### config.mk
export PLATFORM = sky130hd
export DESIGN_NAME = life_manager
export DESIGN_NICKNAME = d
export VERILOG_FILES = /design/src/rtl/life_manager.sv
export SDC_FILE = /design/constraint.sdc
export NUM_CORES = 1
export LEC_CHECK = 0
export ABC_AREA = 0
export CAP_MARGIN = 25
export CORE_AREA = 2 2 104 106
export CTS_BUF_LIST = sky130_fd_sc_hd__clkbuf_16
export DETAILED_ROUTE_END_ITERATION = 6
export DIE_AREA = 0 0 106 108
export SYNTH_ARGS = -nofsm -noshare
export SYNTH_HDL_FRONTEND = slang
export SYNTH_SLANG_ARGS = --single-unit
### constraint.sdc
create_clock -name clk -period 2.8 [get_ports clk]
set_clock_uncertainty 0.2 [all_clocks]
set_input_delay 0.84 -clock clk [delete_from_list [all_inputs] [get_ports clk]]
set_output_delay 0.84 -clock clk [all_outputs]
set_load 0.01 [all_outputs]
### src/rtl/life_manager.sv
// Player-life manager: counts lives, drives a thermometer LED bar, handles a
// post-hit invulnerability window with blinking LEDs, bonus lives and restart.
module life_manager #(
  parameter int MAX_LIVES     = 3,
  parameter int START_LIVES   = 3,
  parameter int INVULN_CYCLES = 25000000,
  parameter int BLINK_CYCLES  = 2500000,
  parameter int LW            = $clog2(MAX_LIVES + 1)
) (
  input  logic                 clk,
  input  logic                 rst,
  input  logic                 game_start,
  input  logic                 hit,
  input  logic                 bonus,
  output logic [LW-1:0]        lives,
  output logic [MAX_LIVES-1:0] lives_led,
  output logic                 invuln,
  output logic                 hit_ack,
  output logic                 die
);

  localparam int IW = (INVULN_CYCLES > 1) ? $clog2(INVULN_CYCLES) : 1;
  localparam int BW = (BLINK_CYCLES > 1) ? $clog2(BLINK_CYCLES) : 1;

  localparam logic [IW-1:0]        INV_LOAD  = IW'(INVULN_CYCLES - 1);
  localparam logic [BW-1:0]        BLK_LOAD  = BW'(BLINK_CYCLES - 1);
  localparam logic [LW-1:0]        START_L   = LW'(START_LIVES);
  localparam logic [LW-1:0]        MAX_L     = LW'(MAX_LIVES);
  localparam logic [MAX_LIVES-1:0] START_LED = {MAX_LIVES{1'b1}} >> (MAX_LIVES - START_LIVES);

  typedef enum logic [1:0] {ALIVE, INVULN, DEAD} state_t;

  state_t                 state, state_nxt;
  logic [LW-1:0]          lives_nxt;
  logic [IW-1:0]          inv_timer, inv_nxt;
  logic [BW-1:0]          blink_timer, blk_nxt;
  logic                   blink_on, blink_nxt;
  logic                   hit_q, bonus_q;
  logic                   ack_nxt;
  logic [MAX_LIVES-1:0]   led_nxt;
  logic                   hit_rise, bonus_rise;

  assign hit_rise   = hit & ~hit_q;
  assign bonus_rise = bonus & ~bonus_q;

  always_comb begin
    state_nxt = state;
    lives_nxt = lives;
    inv_nxt   = inv_timer;
    blk_nxt   = blink_timer;
    blink_nxt = blink_on;
    ack_nxt   = 1'b0;
    led_nxt   = '0;

    if (game_start) begin
      state_nxt = ALIVE;
      lives_nxt = START_L;
      inv_nxt   = '0;
      blk_nxt   = '0;
      blink_nxt = 1'b1;
    end else begin
      case (state)
        ALIVE: begin
          if (hit_rise) begin
            ack_nxt = 1'b1;
            if (!bonus_rise && lives == LW'(1)) begin
              lives_nxt = '0;
              state_nxt = DEAD;
            end else begin
              // a simultaneous bonus cancels the life loss but the hit still opens the window
              if (!bonus_rise) lives_nxt = lives - LW'(1);
              state_nxt = INVULN;
              inv_nxt   = INV_LOAD;
              blk_nxt   = BLK_LOAD;
              blink_nxt = 1'b0;
            end
          end else if (bonus_rise && lives < MAX_L) begin
            lives_nxt = lives + LW'(1);
          end
        end
        INVULN: begin
          if (bonus_rise && lives < MAX_L) lives_nxt = lives + LW'(1);
          if (blink_timer == '0) begin
            blk_nxt   = BLK_LOAD;
            blink_nxt = ~blink_on;
          end else begin
            blk_nxt = blink_timer - BW'(1);
          end
          if (inv_timer == '0) begin
            state_nxt = ALIVE;
            blink_nxt = 1'b1;
          end else begin
            inv_nxt = inv_timer - IW'(1);
          end
        end
        DEAD: begin
          lives_nxt = '0;
        end
        default: state_nxt = ALIVE;
      endcase
    end

    for (int unsigned i = 0; i < MAX_LIVES; i++) begin
      led_nxt[i] = (i < 32'(lives_nxt)) && blink_nxt;
    end
  end

  always_ff @(posedge clk or posedge rst) begin
    if (rst) begin
      state       <= ALIVE;
      lives       <= START_L;
      lives_led   <= START_LED;
      invuln      <= 1'b0;
      hit_ack     <= 1'b0;
      die         <= 1'b0;
      inv_timer   <= '0;
      blink_timer <= '0;
      blink_on    <= 1'b1;
      hit_q       <= 1'b1;
      bonus_q     <= 1'b1;
    end else begin
      state       <= state_nxt;
      lives       <= lives_nxt;
      lives_led   <= led_nxt;
      invuln      <= (state_nxt == INVULN);
      hit_ack     <= ack_nxt;
      die         <= (state_nxt == DEAD);
      inv_timer   <= inv_nxt;
      blink_timer <= blk_nxt;
      blink_on    <= blink_nxt;
      hit_q       <= hit;
      bonus_q     <= bonus;
    end
  end

endmodule

==> metrics.txt, run 1 <==
Max stage delay on crit path 480 ps; placed instance area between 0.004 and 0.005 mm2; global-route wire length before repair 15.9 mm; Die W about 110 um; area of the multi-input gates around 0.0019 mm2; WL/cell ~17 um; final core occ a little over two fifths; crit-path max FO 5; CTS buffer count 9; cell count of the worst hold path 1; largest area contributor in the netlist dfrtp_1; RD Place Congestion 0.884; syn_nets 389; clock slew seen by the registers of the worst setup and hold paths 50 ps; worst path required time approximately 2800 ps; # IOs 13; unrepaired setup endpoints after global routing false; CTS sink cnt 60; H-tree levels 3; Syn. warnings 0; fmax 370 MHz; Core ar. 0.0102 mm2; initial antenna violation count 0; setup tns final 0 ps; Post-DP HPWL 6.59 mm; layout overhead on the synthesized area 24.1%; main area contributors after synthesis dfrtp_1, dfstp_2, nor2_1, a31oi_1, nor3_1; I/O Buffers 12; GRT Overall Usage between 15 and 20%; Mean Syn Cell Area approximately 9.3 um2; Synth Flop Type dfrtp_1; EDFF count, synth 0; Post-Syn Area around 0.0035 mm2; Reg2Reg Depth 5; Final Hold Fails 0; worst relative slew slack 62.5%; crit path capture type register; pin count of the biggest net entering global routing 37; FF+latch count, synth 60; Worst Path Class, Setup input pin to register; Starting Density approximately a third; final net count roughly 430; fin. max-slew vios 0; ANT nets after route 0; register area around 0.0015 mm2; Worst setup SP type input pin; vias post-DR ~3.2k; Starting DRT DRC Count roughly 250; Hold Path Class register to register; Synth Instances 379; post-layout min period approximately 2700 ps; clk root buf clkbuf_16; Distinct cells, synth 62; sequential area share after synthesis between 40% and 50%; worst vdd ir 0.304 mV; Top cell by count, worst path buf_4; period utilization between 90 and 100%; Cell Pwr Density 686 mW/mm2; antenna diode count 0; share of cells above drive strength 1 approximately 20%; Max-Cap Viols 0; vias in the first global route ~3.2k; Worst-Skew Late Latency 330 ps; top cell type's share of synthesized area between 30 and 40%; Die H about 110 um; DRC 0; number of fill cells ~990; leakage around 1.8 nW; Final Setup Violations 0; grt total ovfl 0; status finished, final reports clean; DRT Pass-1 Iters 4; drt total wl between 9 and 10 mm; Critical Path AT between 2000 and 3000 ps; # rows 37; Design Area, Final approximately 0.0044 mm2; slowest CP cell clkdlybuf4s50_1; Least-Margin Pin Slew approximately 560 ps; sequence of cells on the critical path clkdlybuf4s50_1 -> nand2b_1 -> buf_4 -> or3_1 -> o22a_1 -> a211oi_1 -> buf_4 -> a22oi_1; drt via density slightly below 6; die footprint roughly 0.011 mm2; clk buf depth 2; ys async rst share 100%; CTS tree yes
## kinds of logic after synthesis
family | after synthesis | share of synthesized area (%)
fa+ha+maj | 5 | 1.77
compound gates | 109 | 22.3
mux | 7 | 1.98
flops | 60 | 42.7
xor+xnor | 6 | 1.48
simple gates | 157 | 25.7
buf+inv | 35 | 4.13
## timing repair
item | CTS | global route
setup endpoints to repair | 0 | 15
resized for setup | 0 | 4
hold endpoints to repair | 0 | 0
buffers inserted | 0 | 0
hold buffers | 0 | 0
## synthesized netlist by cell type (all sizes together) (3+ instances only)
cell / n
dfrtp: 52
nor2: 32
nor3: 23
a21oi: 20
a31oi: 18
nand2: 17
nor4: 16
or3: 16
clkbuf: 15
inv: 15
nand4: 10
nand2b: 9
o31ai: 9
a311oi: 8
dfstp: 8
nand3: 8
a211oi: 7
mux2i: 7
o21a: 7
o21ai: 7
or4: 6
buf: 5
ha: 5
nor2b: 5
o2bb2ai: 5
xor2: 5
a22o: 4
o311ai: 4
a211o: 3
nand4b: 3
o41ai: 3
## critical path, delay by kind of cell
kind,cells,cell delay (ps)
and+or+nand+nor,2,490
buffers and inverters,3,820
AOI/OAI and AO/OA,3,580
## registers in the layout, summed over array words and instances (netlist names)
signal and count:
inv_timer 25, blink_timer 22, lives_led 3, lives 2, state 2, blink_on 1, bonus_q 1, die 1
hit_ack 1, hit_q 1, invuln 1
## routing by layer
metal / GRT usage (%) / up-vias / wire [um]
met1: 24.5 / 1599 / 4400
met3: 3.13 / 8 / 420
met4: 6.58 / 0 / 109
li1: - / 1563 / -
met2: 27.7 / 75 / 4390
met5: 0 / - / 0
## cells in the final DEF (no fill, tap or decap), drive strengths merged, types with 8 or more instances in the layout
| master | instances |
|---|---|
| nand4 | 10 |
| a31oi | 18 |
| or3 | 16 |
| nor4 | 16 |
| nand2 | 17 |
| nand3 | 8 |
| nor3 | 23 |
| buf | 40 |
| a21oi | 20 |
| dfstp | 8 |
| dfrtp | 52 |
| nand2b | 9 |
| nor2 | 32 |
| clkbuf | 9 |
| clkdlybuf4s50 | 11 |
| inv | 16 |
| a311oi | 8 |
| o31ai | 9 |
## per-stage QoR
stage	worst slack, ps	cells	hold WS [ps]	power [mW]
after floorplan	164	379	248	1.65
after global placement	-206	546	283	1.92
after detailed placement	-275	546	281	1.94
after CTS	53.9	562	298	3.02
after global routing	7.31	562	317	3.19
final	101	562	299	3.01
## where the power goes
group / switching [mW] / internal (mW)
clock: 0.397 / 0.677
combinational: 0.487 / 0.364
sequential: 0.111 / 0.980
## final timing paths
| kind | endpoint | slack (ps) | startpoint |
|---|---|---|---|
| setup / recovery | lives_led[0]$_DFF_PP1_ | 100 | bonus |
| hold / removal | inv_timer[19]$_DFFE_PP0P_ | 300 | inv_timer[19]$_DFFE_PP0P_ |
| setup reg to reg | lives_led[2]$_DFF_PP1_ | 190 | inv_timer[18]$_DFFE_PP0P_ |
| hold reg to reg | inv_timer[19]$_DFFE_PP0P_ | 300 | inv_timer[19]$_DFFE_PP0P_ |
| max in group asynchronous | hit_q$_DFF_PP1_ | 1190 | rst |
| min in group asynchronous | blink_timer[14]$_DFFE_PP0P_ | 660 | rst |
## cell type report
class,count,area share (%)
well taps,136,3.87
inverters,15,1.28
repair buffers,51,10.4
clock inverters,7,1.37
multi-input cells,284,43.5
flip-flops and latches,60,34.4
clock buffers,9,5.13
No activity file was read; power rests on OpenSTA's default activity.
==> run 2, diff against run 1 <==
--- a/config.mk
+++ b/config.mk
@@ -8,7 +8,7 @@
 export ABC_AREA = 0
 export CAP_MARGIN = 25
 export CORE_AREA = 2 2 104 106
-export CTS_BUF_LIST = sky130_fd_sc_hd__clkbuf_16
+export CTS_BUF_LIST = sky130_fd_sc_hd__clkbuf_4 sky130_fd_sc_hd__clkbuf_8
 export DETAILED_ROUTE_END_ITERATION = 6
 export DIE_AREA = 0 0 106 108
 export SYNTH_ARGS = -nofsm -noshare
==> metrics.txt, run 2 (synthesis gave the netlist of run 1 again) <==
status finished, final reports clean; antenna diode count 0; GRT Overall Usage 17.4%; clk root buf clkbuf_8; fin. max-slew vios 0; Max-Cap Viols 0; RD Place Congestion 0.884; WL/cell around 16 um; Top reg by flops inv_timer; crit path capture type register; Hold Path Class register to register; Worst Path Class, Setup input pin to register; most common cell after layout, fill and taps aside dfrtp_1; Critical Path AT between 2000 and 3000 ps; Max stage delay on crit path 480 ps; initial antenna violation count 0; ANT nets after route 0; layout overhead on the synthesized area 21.4%; Worst setup SP type input pin; slack of the critical path ~120 ps; worst path required time around 2900 ps; clk buf depth 2; pre-CTS setup slack -275 ps; CTS sink cnt 60; H-tree levels 3; I/O Buffers 12; Final Hold Fails 0; Starting DRT DRC Count 272; Top cell by count, worst path buf_4; crit-path max FO 5; # IOs 13; vias post-DR about 3.2k; post-layout min period roughly 2700 ps; register area between 0.0015 and 0.002 mm2; worst vdd ir 0.311 mV; Least-Margin Pin Slew around 560 ps; top flop regs inv_timer (25), blink_timer (22), lives_led (3); Final Setup Violations 0; Cell Pwr Density 634 mW/mm2; DRT Pass-1 Iters 4; Starting Density ~35%; fmax 373 MHz; sequence of cells on the critical path clkdlybuf4s50_1 -> nand2b_1 -> buf_4 -> or3_1 -> o22a_1 -> a211oi_1 -> buf_4 -> a22oi_1; global-route wire length before repair about 16 mm; CTS tree yes; Core ar. between 0.01 and 0.015 mm2; Hold WS about 300 ps; worst relative slew slack between 60 and 70%; drt total wl about 9.1 mm; clock slew seen by the registers of the worst setup and hold paths roughly 70 ps; area of the multi-input gates roughly 0.0019 mm2; grt total ovfl 0; setup tns final 0 ps; Die W 106 um; Die H 108 um; share of cells above drive strength 1 between 20 and 25%; die footprint ~0.011 mm2; leakage approximately 1.8 nW; final net count around 430; commonest non-fill, non-tap cells in the layout dfrtp_1, buf_4, nor2_1; unrepaired setup endpoints after global routing false; number of fill cells 996; CP delay by family, top buffers and inverters; DRC 0; vias in the first global route around 3.1k; CTS buffer count 9; Post-DP HPWL around 6.6 mm; drt via density between 5 and 6; max reg flops 25; crit path buf inv count 3; final core occ a little over two fifths; pin count of the biggest net entering global routing 37; period utilization between 90% and 100%; Worst-Skew Late Latency between 300 and 400 ps; # rows 37; slowest CP cell clkdlybuf4s50_1
run 2: worst paths after layout:
check	start	to	slack [ps]	cells after the start
setup / recovery	bonus	lives_led[0]$_DFF_PP1_	120	8
setup reg to reg	inv_timer[18]$_DFFE_PP0P_	lives_led[2]$_DFF_PP1_	180	5
max in group asynchronous	rst	hit_q$_DFF_PP1_	1210	3
min in group asynchronous	rst	blink_timer[14]$_DFFE_PP0P_	640	2
hold / removal	inv_timer[19]$_DFFE_PP0P_	inv_timer[19]$_DFFE_PP0P_	300	1
hold reg to reg	inv_timer[19]$_DFFE_PP0P_	inv_timer[19]$_DFFE_PP0P_	300	1
run 2: layer usage:
layer  track usage (%)  vias to the layer above  part of all wire [%]
met5                 0                        -                     0
met4              8.65                        0                   1.9
met3              2.11                       13                   4.3
met2              27.0                       93                    46
met1              24.1                     1557                    48
li1                  -                     1547                     -
run 2: final cells by class:
type | count | area share (%)
Sequential cell | 60 | 35.1
Tap cell | 136 | 3.96
Clock buffer | 11 | 3.38
Multi-Input combinational cell | 284 | 44.3
Timing Repair Buffer | 51 | 10.6
Clock inverter | 5 | 1.22
Inverter | 15 | 1.31
run 2: where the power goes:
group	internal (mW)	leakage (nW)	total, mW	switching, mW
combinational	0.363	0.888	0.846	0.483
sequential	0.979	0.776	1.09	0.110
clock	0.440	0.103	0.793	0.353
run 2: through the flow:
stage	instance area [um2]	total power, mW	cells
floorplan	3540	1.65	379
global placement	4090	1.92	546
detailed placement	4090	1.94	546
CTS	4290	2.75	562
global route	4300	2.90	562
finish	4300	2.73	562
run 2: timing repair:
action | CTS | global route
endpoints found under the setup margin | 0 | 5
resized for setup | 0 | 3
setup buffers | 0 | 0
hold buffers | 0 | 0
